File: src/rtl/cam_capture_pkg.sv
// cam_capture_pkg: shared state encoding, RGB444 layout and frame geometry
package cam_capture_pkg;
  typedef enum logic [1:0] {IDLE, WAIT_FRAME, CAPTURE, DONE} state_t;
  localparam int PIX_W = 12;
  localparam int R_LSB = 8;
  localparam int G_LSB = 4;
  localparam int B_LSB = 0;
  localparam int IMG_W = 160;
  localparam int IMG_H = 120;
  localparam int NPIX = IMG_W * IMG_H;
  function automatic logic [PIX_W-1:0] rgb444(input logic [3:0] r, input logic [3:0] g, input logic [3:0] b);
    logic [PIX_W-1:0] p;
    p = '0;
    p[R_LSB+:4] = r;
    p[G_LSB+:4] = g;
    p[B_LSB+:4] = b;
    return p;
  endfunction
endpackage

File: src/rtl/cam_capture_byte_pack.sv
// cam_byte_pack: pairs camera bytes into RGB444 pixels; phase drops to 0 whenever href is low
module cam_byte_pack
  import cam_capture_pkg::*;
(
  input  logic             clk,
  input  logic             reset,
  input  logic             en,
  input  logic [7:0]       px_data,
  output logic             pix_done,
  output logic [PIX_W-1:0] pix
);
  logic       phase;
  logic [3:0] r;
  always_ff @(posedge clk or negedge reset)
    if (!reset) begin
      phase <= 1'b0;
      r <= '0;
    end else begin
      phase <= en & ~phase;
      if (en && !phase) r <= px_data[3:0];
    end
  // G and B come straight off the bus so the write lands one clock after the second byte
  assign pix_done = en & phase;
  assign pix = rgb444(r, px_data[7:4], px_data[3:0]);
endmodule

File: src/rtl/cam_capture.sv
// cam_capture: captures an OV7670 RGB444 frame and writes it into the frame buffer in raster order
module cam_capture
  import cam_capture_pkg::*;
#(
  parameter int AW = 15,
  parameter int DW = 12,
  parameter int IMG_W = cam_capture_pkg::IMG_W,
  parameter int IMG_H = cam_capture_pkg::IMG_H
) (
  input  logic          clk,
  input  logic          reset,
  input  logic          init,
  input  logic          vsync,
  input  logic          href,
  input  logic [7:0]    px_data,
  output logic [AW-1:0] mem_px_addr,
  output logic [DW-1:0] mem_px_data,
  output logic          px_wr,
  output logic          frame_done,
  output logic          overflow
);
  localparam int FRAME_PIX = IMG_W * IMG_H;
  localparam logic [AW-1:0] LAST = AW'(FRAME_PIX);
  if (FRAME_PIX >= 2**AW) begin : g_chk
    $error("IMG_W*IMG_H must be below 2**AW");
  end
  state_t           state;
  logic             vsync_q;
  logic [AW-1:0]    count;
  logic             pix_done;
  logic [PIX_W-1:0] pix;
  cam_byte_pack u_pack (
    .clk(clk),
    .reset(reset),
    .en(state == CAPTURE && href),
    .px_data(px_data),
    .pix_done(pix_done),
    .pix(pix)
  );
  always_ff @(posedge clk or negedge reset)
    if (!reset) begin
      state <= IDLE;
      vsync_q <= 1'b0;
      count <= '0;
      mem_px_addr <= '0;
      mem_px_data <= '0;
      px_wr <= 1'b0;
      frame_done <= 1'b0;
      overflow <= 1'b0;
    end else begin
      vsync_q <= vsync;
      px_wr <= 1'b0;
      frame_done <= 1'b0;
      case (state)
        IDLE: if (init) state <= WAIT_FRAME;
        WAIT_FRAME: if (vsync_q && !vsync) begin
          count <= '0;
          overflow <= 1'b0;
          state <= CAPTURE;
        end
        CAPTURE: begin
          // the slot at LAST is the buffer's black pixel, so it is never written
          if (pix_done && count != LAST) begin
            px_wr <= 1'b1;
            mem_px_addr <= count;
            mem_px_data <= DW'(pix);
            count <= count + 1'b1;
          end else if (pix_done) overflow <= 1'b1;
          if (vsync) begin
            state <= DONE;
            frame_done <= 1'b1;
          end
        end
        DONE: state <= init ? WAIT_FRAME : IDLE;
      endcase
    end
endmodule
File: config.mk
export PLATFORM = sky130hd
export DESIGN_NAME = cam_capture
export DESIGN_NICKNAME = d
export VERILOG_FILES = /design/src/rtl/cam_capture_pkg.sv /design/src/rtl/cam_capture_byte_pack.sv /design/src/rtl/cam_capture.sv
export SDC_FILE = /design/constraint.sdc
export NUM_CORES = 1
export LEC_CHECK = 0
export ABC_CLOCK_PERIOD_IN_PS = 6700
export CAP_MARGIN = 15
export CORE_MARGIN = 2
export CORE_UTILIZATION = 57
export DETAILED_ROUTE_END_ITERATION = 8
export GPL_TIMING_DRIVEN = 1
export PLACE_DENSITY = 0.89
export SLEW_MARGIN = 10
export SYNTH_ARGS = -nofsm -noshare
export SYNTH_HDL_FRONTEND = slang
export SYNTH_SLANG_ARGS = --single-unit
File: constraint.sdc
create_clock -name clk -period 6.7 [get_ports clk]
set_clock_uncertainty 0.05 [all_clocks]
set_input_delay 0.67 -clock clk [delete_from_list [all_inputs] [get_ports clk]]
set_output_delay 0.67 -clock clk [all_outputs]
set_load 0.005 [all_outputs]
## After elaboration in Yosys (flattened, before gate mapping)

Cells that the tools add are included.

- Word-level logic and storage cells: 52
- Bits in registers: 53
- Output and inout bits: 30
- Input port bits: 13

- Add/subtract/negate cells: 1
- Muxes and demuxes: 16
- Bitwise operators: 3
- Equality and inequality tests: 10
- Reduce and logical (&&, ||, !) cells: 12

Operators with widths:

| operator | count |
|---|---|
| 15-bit 2-to-1 mux | 2 |
| 15-bit one-hot mux with 2 select lines | 1 |
| 15-bit by 1-bit adder with 15-bit output (second input constant) | 1 |
| 15-bit inequality test (second input constant) | 1 |
| 2-bit inequality test (second input constant) | 5 |
| 1-bit 2-to-1 mux | 8 |
| 2-bit one-hot mux with 4 select lines | 1 |
| 2-bit 2-to-1 mux | 3 |
| 3-bit AND reduction | 2 |
| 2-bit == test (second input constant) | 2 |
| 1-bit logical AND | 4 |
| 4-bit AND reduction | 1 |
| 1-bit AND | 2 |
| 2-bit by 1-bit == test with 1-bit output (second input constant) | 1 |
| 1-bit logical NOT | 2 |
| 2-bit logical NOT | 1 |
| 2-bit by 1-bit inequality test with 1-bit output (second input constant) | 1 |
| 1-bit one-hot mux with 2 select lines | 1 |
| 2-bit AND reduction | 1 |
| 2-bit nonzero test | 1 |
| 1-bit NOT | 1 |

## Depth between registers and ports, before layout

Gate-level depths: netlist of the first run.

- Depth in word-level cells: 6
- Depth in mapped cells: 8
- Depth with buffers taken out: 6

## By module

A second synthesis of the first run with hierarchy kept.

- Cell total of the unflattened synthesis: 217
- Area, all modules: 2509.9 µm²

By module, submodules not included:

| module | times used | cells an instance | area an instance (µm²) | sequential area each (µm²) |
|---|---|---|---|---|
| cam_capture | 1 | 197 | 2232.1 | 1201.2 |
| cam_byte_pack | 1 | 20 | 277.8 | 125.1 |

## Least setup slack after synthesis of the first run

Ideal clock, no wire load.

- Path kind: reg-to-reg
- Start: reg count[2]
- End: reg mem_px_data[10]
- Setup time: 127 ps
- Cell stages (with the launch flop): 8
- Arrival time: 2179 ps
- Required time: 6523 ps
- Path buffers: 3
- Clock period less this slack: 2357 ps
- Setup slack: 4343 ps
- Cell sequence: dfrtp_1 > buf_6 > or4_4 > or4_1 > buf_2 > nand2_8 > buf_6 > mux2_1

- Cells in the longest elaborated chain, start to end: 3

RTL lines:

| item | line | source |
|---|---|---|
| from (decl) | cam_capture.sv:29 | `logic [AW-1:0] count;` |
| from (signal assigned) | cam_capture.sv:67 | `count <= count + 1'b1;` |
| 15-bit inequality test | cam_capture.sv:63 | `if (pix_done && count != LAST) begin` |
| 1-bit logical AND | cam_capture.sv:63 |  |
| 2-bit AND reduction (no line) | n/a |  |
| to (signal assigned) | cam_capture.sv:66 | `mem_px_data <= DW'(pix);` |
| to (decl) | cam_capture.sv:17 | `output logic [DW-1:0] mem_px_data,` |

No other way between the ends.
A chain may end at the register's enable or synchronous reset.

## Worst setup path after layout of the first run

- Start: reg state[0]
- End: reg count[14]

- Cells in the longest elaborated chain, start to end: 6
- Elaborated cells on any way between the ends: 10
- Classes of those cells: eq/ne: 4; mux: 1; bitwise: 1; reduce/logical: 4

RTL lines:

| item | line | source |
|---|---|---|
| from (decl) | cam_capture.sv:27 | `state_t state;` |
| from (signal assigned) | cam_capture.sv:74 | `DONE: state <= init ? WAIT_FRAME : IDLE;` |
| 2-bit == test | cam_capture.sv:35, cam_capture.sv:54 |  |
| 1-bit logical AND | cam_capture.sv:35 | `.en(state == CAPTURE && href),` |
| 1-bit AND | cam_capture_byte_pack.sv:23 | `assign pix_done = en & phase;` |
| 1-bit logical AND | cam_capture.sv:63 |  |
| 2-bit by 1-bit inequality test with 1-bit output (no line) | n/a |  |
| 3-bit AND reduction (no line) | n/a |  |

Several ways; a longest one is shown, not always the timed one.

==> impl_metrics.yaml, run 1 <==
clock_network:
  clock_path_buffers: 2
  clk_pin_slew_worst_paths_ns: 0.09
  cts_tree: "yes"
  clock-sinks: 53
  cts-root-buf: "clkbuf_8"
  cts_resized: 0
  numCtsBuffers: 5
  insertion_delay_ns: 0.30
  post_cts_buffers: 0
  h-tree-depth: 2
  postCtsHoldBufs: 0
timing:
  finalSetupViolCount: 0
  slew_headroom_pct: 49.5
  worstMarginPinSlew_ns: 0.751
  fmax_mhz: 316
  finalCriticalPeriod_ns: 3.17
  report.final.slew_viol_count: 0
  rsz0062_at_grt: "no"
  hold_viol: 0
  finalSetupTns_ns: 0
  fin_crit_sh_pct: 47.2
  setup_ws_ns: 3.53
placed_design:
  port_buffers: 42
  finalWeightedCongestion: 0.940
  dpl.cell_count: 309
  post-place-ws_ns: 3.65
  place_hpwl_um: 3640
  post_dp_cell_area_um2: 2960
synthesis:
  yosysSeqAreaShare_pct: 51.9
  avgSynthCellArea_um2: 11.3
  synth_area_um2: 2560
  synthFlopType: "dfrtp_1"
  syn-num-nets: 246
  yosysWarnings: 0
  synth_cell_types: 43
  ys_ff_latch: 53
  synth_edf_count: 0
  synthArstFlopShare_pct: 100
  syn_inst: 227
floorplanning:
  pin_count: 43
  dieWidth_um: 71.0
  dieArea_um2: 5040
  rows: 24
  core_area_um2: 4320
  die_y_um: 71.0
  initial_core_util_pct: 59.1
grt:
  grt_usage_pct: 22.5
  grt_max_degree: 54
  grt_pass1_vias: 1895
  overflow: 0
  antenna_found_initial: 0
  grt_pass1_wl_um: 9040
run_status:
  outcome: "completed"
finish:
  layout_common_cells: "dfrtp_1, clkdlybuf4s50_1, nand2_1"
  drive_above_1_share_pct: 13.2
  antennaDiodeCount: 0
  syn_to_final_growth_pct: 19.9
  nNetsFinal: 283
  final_common_cell: "dfrtp_1"
  post-route-cell-area_um2: 3070
  fin_cells: 317
critical_path:
  critical_path_class: "reg2reg"
  crit_arrival_ns: 3.31
  crit_fanout: 18
  reg2reg_from: "state[0]$_DFFE_PN0P_"
  cp-end-kind: "flop"
  cp-startpoint: "state[0]$_DFFE_PN0P_"
  cp-start-kind: "flop"
  critPathRequiredTime_ns: 6.85
route:
  detail-route-antenna-nets: 0
  wl_met2_um: 2500
  highest_layer: "met4"
  routed_wl_um: 5320
  drc_errors: 0
  firstDrtPassIters: 5
  vias: 1943
  wl_per_cell_um: 16.8
  vias_per_cell: 6.13
  dr_wl_met3_um: 374
  wl_met1_um: 2360
  drt-initial-drc-count: 254
pwr:
  power_mw: 0.941
  vdd_drop_max_v: 0.000260
  power_switching_mw: 0.303
  pwr-share-clk_pct: 20.7
  leakage_nw: 1.42
  seq_power_share_pct: 44.4
  power_density_nw_per_um2: 307
  combPwrFrac_pct: 35.0
  switching_share_pct: 32.2
  internal_power_mw: 0.638
worst_hold_path:
  hold_class: "in2async"
run:
  drv_cap: 0
[state kept, by name, indices dropped and copies added (netlist names), 2 cells and up]
| signal | cells |
|---|---|
| state | 2 |
| u_pack.r | 4 |
| mem_px_addr | 15 |
| mem_px_data | 12 |
| count | 15 |
[cell usage after synthesis, types with 2 or more instances]
library cell  count  area share, %
nor2_1            7            1.0
nor4_1            3           0.73
nand3b_1          3           0.88
dfrtp_1          53             52
o211ai_1          2           0.59
o311ai_0          2           0.69
and3_1            3           0.73
nor3_1            4           0.78
a211o_1           3            1.0
nand2_1          20            2.9
ha_1              6            2.9
buf_6             2           0.88
mux2_2           12            5.3
or4_1             4            1.2
inv_1            13            1.9
nand3_1           8            1.6
o21ai_0          16            3.1
mux2_1            4            1.8
nand4b_1          2           0.69
a31oi_1           2           0.49
nand4_1           5            1.2
clkbuf_1          9            1.3
and4_1            2           0.69
mux2_4           10            5.9
a21oi_1          10            2.0
a211oi_1          4            1.2
a21o_1            2           0.59
[cell families (layout without fill, tap and decap cells)]
group           after synthesis  after routing  share of synthesized area [%]
compound gates               47             47                           11.6
simple gates                 67             67                           15.0
buf+inv                      27             65                           5.23
flops                        53             53                           51.9
mux                          27             27                           13.3
fa+ha+maj                     6              6                           2.94
[critical path: stages (launching register included)]
cell and delay (ns):
dfrtp_1 0.41, inv_1 0.13, ha_1 0.60, nand3_1 0.59, nor4_1 0.83, a21oi_1 0.16, a211o_1 0.29
[final cells by class]
type	count	area, µm²
Tap cell	52	65.1
Timing Repair Buffer	43	423
Inverter	14	52.6
Multi-Input combinational cell	147	1100
Clock buffer	7	96.3
Sequential cell	53	1330
Clock inverter	1	5.00
Fill cell	306	1260
[path summary, 6_finish.rpt]
kind | end | slack (ns) | cells past startpoint
worst max-delay path | count[14]$_DFFE_PN0P_ | 3.53 | 6
worst max register to register | count[14]$_DFFE_PN0P_ | 3.53 | 6
min in group clk | mem_px_data[8]$_DFFE_PN0P_ | 0.45 | 1
worst min register to register | mem_px_data[8]$_DFFE_PN0P_ | 0.45 | 1
worst min-delay path | u_pack.r[0]$_DFFE_PN0P_ | 0.41 | 2
max in group asynchronous | count[12]$_DFFE_PN0P_ | 5.76 | 2
[layer usage]
layer	vias up	global-route usage, %
li1	897	-
met1	936	32.8
met2	97	34.8
met3	13	4.56
met4	0	6.29
met5	-	0
[metrics by stage]
stage / hold WS, ns / util [%]
2_1_floorplan: 0.324 / -
5_1_grt: 0.474 / 70.9
6_report: 0.411 / 70.9
3_3_place_gp: 0.411 / 68.5
3_5_place_dp: 0.434 / 68.5
4_1_cts: 0.438 / 70.9
[power by group through the flow]
stage          Clock, mW  Combinational (mW)  Sequential [mW]
6_report           0.195               0.329            0.418
2_1_floorplan          0               0.185            0.420
3_3_place_gp           0               0.316            0.418
5_1_grt            0.209               0.361            0.425
4_1_cts            0.197               0.329            0.418
3_5_place_dp           0               0.326            0.424
No activity file was read; power rests on OpenSTA's default activity.
==> run 2: changes to the inputs <==
--- a/config.mk
+++ b/config.mk
@@ -5,13 +5,13 @@
 export SDC_FILE = /design/constraint.sdc
 export NUM_CORES = 1
 export LEC_CHECK = 0
-export ABC_CLOCK_PERIOD_IN_PS = 6700
+export ABC_CLOCK_PERIOD_IN_PS = 2900
 export CAP_MARGIN = 15
 export CORE_MARGIN = 2
-export CORE_UTILIZATION = 57
+export CORE_UTILIZATION = 48
 export DETAILED_ROUTE_END_ITERATION = 8
 export GPL_TIMING_DRIVEN = 1
-export PLACE_DENSITY = 0.89
+export PLACE_DENSITY = 0.8
 export SLEW_MARGIN = 10
 export SYNTH_ARGS = -nofsm -noshare
 export SYNTH_HDL_FRONTEND = slang
==> constraint.sdc (replaced) <==
create_clock -name clk -period 2.9 [get_ports clk]
set_clock_uncertainty 0.05 [all_clocks]
set_input_delay 0.29 -clock clk [delete_from_list [all_inputs] [get_ports clk]]
set_output_delay 0.29 -clock clk [all_outputs]
set_load 0.005 [all_outputs]
==> run 2 against run 1 <==
Effect of this change:
- sequential power is 130% higher
- fmax is 24% higher
- first-iteration DRC count is 30% lower
==> impl_metrics.yaml, run 2 (synthesized netlist as in run 1, its figures left out) <==
placed_design:
  port_buffers: 42
  place_hpwl_um: 4230
  finalWeightedCongestion: 0.924
clock_network:
  cts-root-buf: "clkbuf_8"
  clk_pin_slew_worst_paths_ns: 0.09
  clock-sinks: 53
  cts_tree: "yes"
  post_cts_buffers: 0
  insertion_delay_ns: 0.32
  numCtsBuffers: 5
  h-tree-depth: 2
  clock_path_buffers: 2
  postCtsHoldBufs: 1
  cts_resized: 0
timing:
  rsz0062_at_grt: "no"
  hold_viol: 0
  finalSetupTns_ns: 0
  slew_headroom_pct: 47.9
  finalSetupViolCount: 0
  report.final.slew_viol_count: 0
  fmax_mhz: 391
  fin_crit_sh_pct: 88.2
  finalCriticalPeriod_ns: 2.56
  worstMarginPinSlew_ns: 0.776
pwr:
  combPwrFrac_pct: 35.1
  leakage_nw: 1.45
  switching_share_pct: 33.0
  vdd_drop_max_v: 0.000540
  seq_power_share_pct: 43.6
  power_switching_mw: 0.732
  internal_power_mw: 1.49
  pwr-share-clk_pct: 21.3
  power_density_nw_per_um2: 707
worst_hold_path:
  min_from: "vsync"
  hold_class: "in2reg"
  hold-path-endpoint: "vsync_q$_DFF_PN0_"
  holdPathStages: 1
grt:
  antenna_found_initial: 0
  overflow: 0
  grt_max_degree: 33
  grt_pass1_wl_um: 10100
  grt_pass1_vias: 2045
  grt_usage_pct: 21.5
floorplanning:
  initial_core_util_pct: 49.8
  dieWidth_um: 77.0
  dieArea_um2: 5930
  pin_count: 43
  core_area_um2: 5140
  die_y_um: 77.0
  rows: 26
finish:
  drive_above_1_share_pct: 14.8
  antennaDiodeCount: 0
  nNetsFinal: 289
  final.fill_count: 440
  layout_common_cells: "dfrtp_1, clkdlybuf4s50_1, nand2_1"
  syn_to_final_growth_pct: 22.7
  final_common_cell: "dfrtp_1"
  top_regs: "count x15, mem_px_addr x15, mem_px_data x12"
  fin_util_pct: 61.1
route:
  detail-route-antenna-nets: 0
  vias_per_cell: 5.84
  drc_errors: 0
  drt-initial-drc-count: 177
  routed_wl_um: 5900
  firstDrtPassIters: 5
  wl_per_cell_um: 17.3
  vias: 1992
run:
  drv_cap: 0
critical_path:
  reg2reg_from: "count[7]$_DFFE_PN0P_"
  cp-start-kind: "flop"
  critical_path_class: "reg2reg"
  regToRegSetupSlack_ns: 0.34
  cp-end-kind: "flop"
  reg2reg_depth: 4
  crit_arrival_ns: 2.71
  worstReg2RegEnd: "mem_px_addr[8]$_DFFE_PN0P_"
  crit_fanout: 28
  critPathRequiredTime_ns: 3.05
run_status:
  outcome: "completed"
==> run 2: changes by cell type in the layout (fill, tap and decap cells not counted) <==
cell           before  now
inv_6               0    1
clkinv_2            1    0
buf_4               1    6
dlygate4sd3_1       0    1
==> run 2: worst max-delay path by stage <==
stage / startpoint / end
after detailed placement: count[7]$_DFFE_PN0P_ / mem_px_addr[7]$_DFFE_PN0P_
after global placement: count[7]$_DFFE_PN0P_ / mem_px_addr[6]$_DFFE_PN0P_
after CTS: count[7]$_DFFE_PN0P_ / mem_px_addr[8]$_DFFE_PN0P_
after floorplan: count[2]$_DFFE_PN0P_ / mem_px_data[10]$_DFFE_PN0P_
after global routing: state[0]$_DFFE_PN0P_ / count[11]$_DFFE_PN0P_
final: count[7]$_DFFE_PN0P_ / mem_px_addr[8]$_DFFE_PN0P_
==> run 2: power by group through the flow <==
stage               Sequential, mW  Combinational, mW  Clock (mW)
floorplan                    0.970              0.428           0
global placement             0.971              0.744           0
detailed placement           0.982              0.770           0
CTS                          0.970              0.776       0.478
global route                 0.987              0.847       0.508
finish                       0.968              0.778       0.473
==> run 2: final cells by class <==
| type | count | area, µm² | area share (%) |
|---|---|---|---|
| tap | 70 | 87.6 | 2.79 |
| clock inverter | 1 | 8.76 | 0.279 |
| multi-input combinational | 147 | 1100 | 35.0 |
| timing repair buffer | 49 | 470 | 15.0 |
| inverter | 14 | 52.6 | 1.67 |
| clock buffer | 7 | 96.3 | 3.07 |
| sequential | 53 | 1330 | 42.2 |
==> run 2: worst max-delay path: stages, from the launching register on <==
cell and delay, ns:
dfrtp_1 0.46, or4_4 0.57, or4_1 0.71, nand2_8 0.29
mux2_2 0.37
==> run 2: metrics by stage <==
| stage | setup slack (ns) | total power [mW] | std cells | hold WS, ns | cell area (µm²) |
|---|---|---|---|---|---|
| after CTS | 0.359 | 2.22 | 341 | 0.405 | 3140 |
| after global placement | 0.418 | 1.71 | 332 | 0.312 | 3020 |
| after detailed placement | 0.370 | 1.75 | 332 | 0.313 | 3020 |
| after floorplan | 0.543 | 1.40 | 227 | -0.0556 | 2560 |
| after global routing | 0.290 | 2.34 | 341 | 0.417 | 3140 |
| final | 0.343 | 2.22 | 341 | 0.412 | 3140 |
==> run 2: routing by layer <==
metal	share of wire, %	up-vias	global-route usage (%)
li1	-	906	-
met1	42	992	27.7
met2	51	80	36.2
met3	4.8	14	3.29
met4	2.2	0	9.46
met5	0	-	0
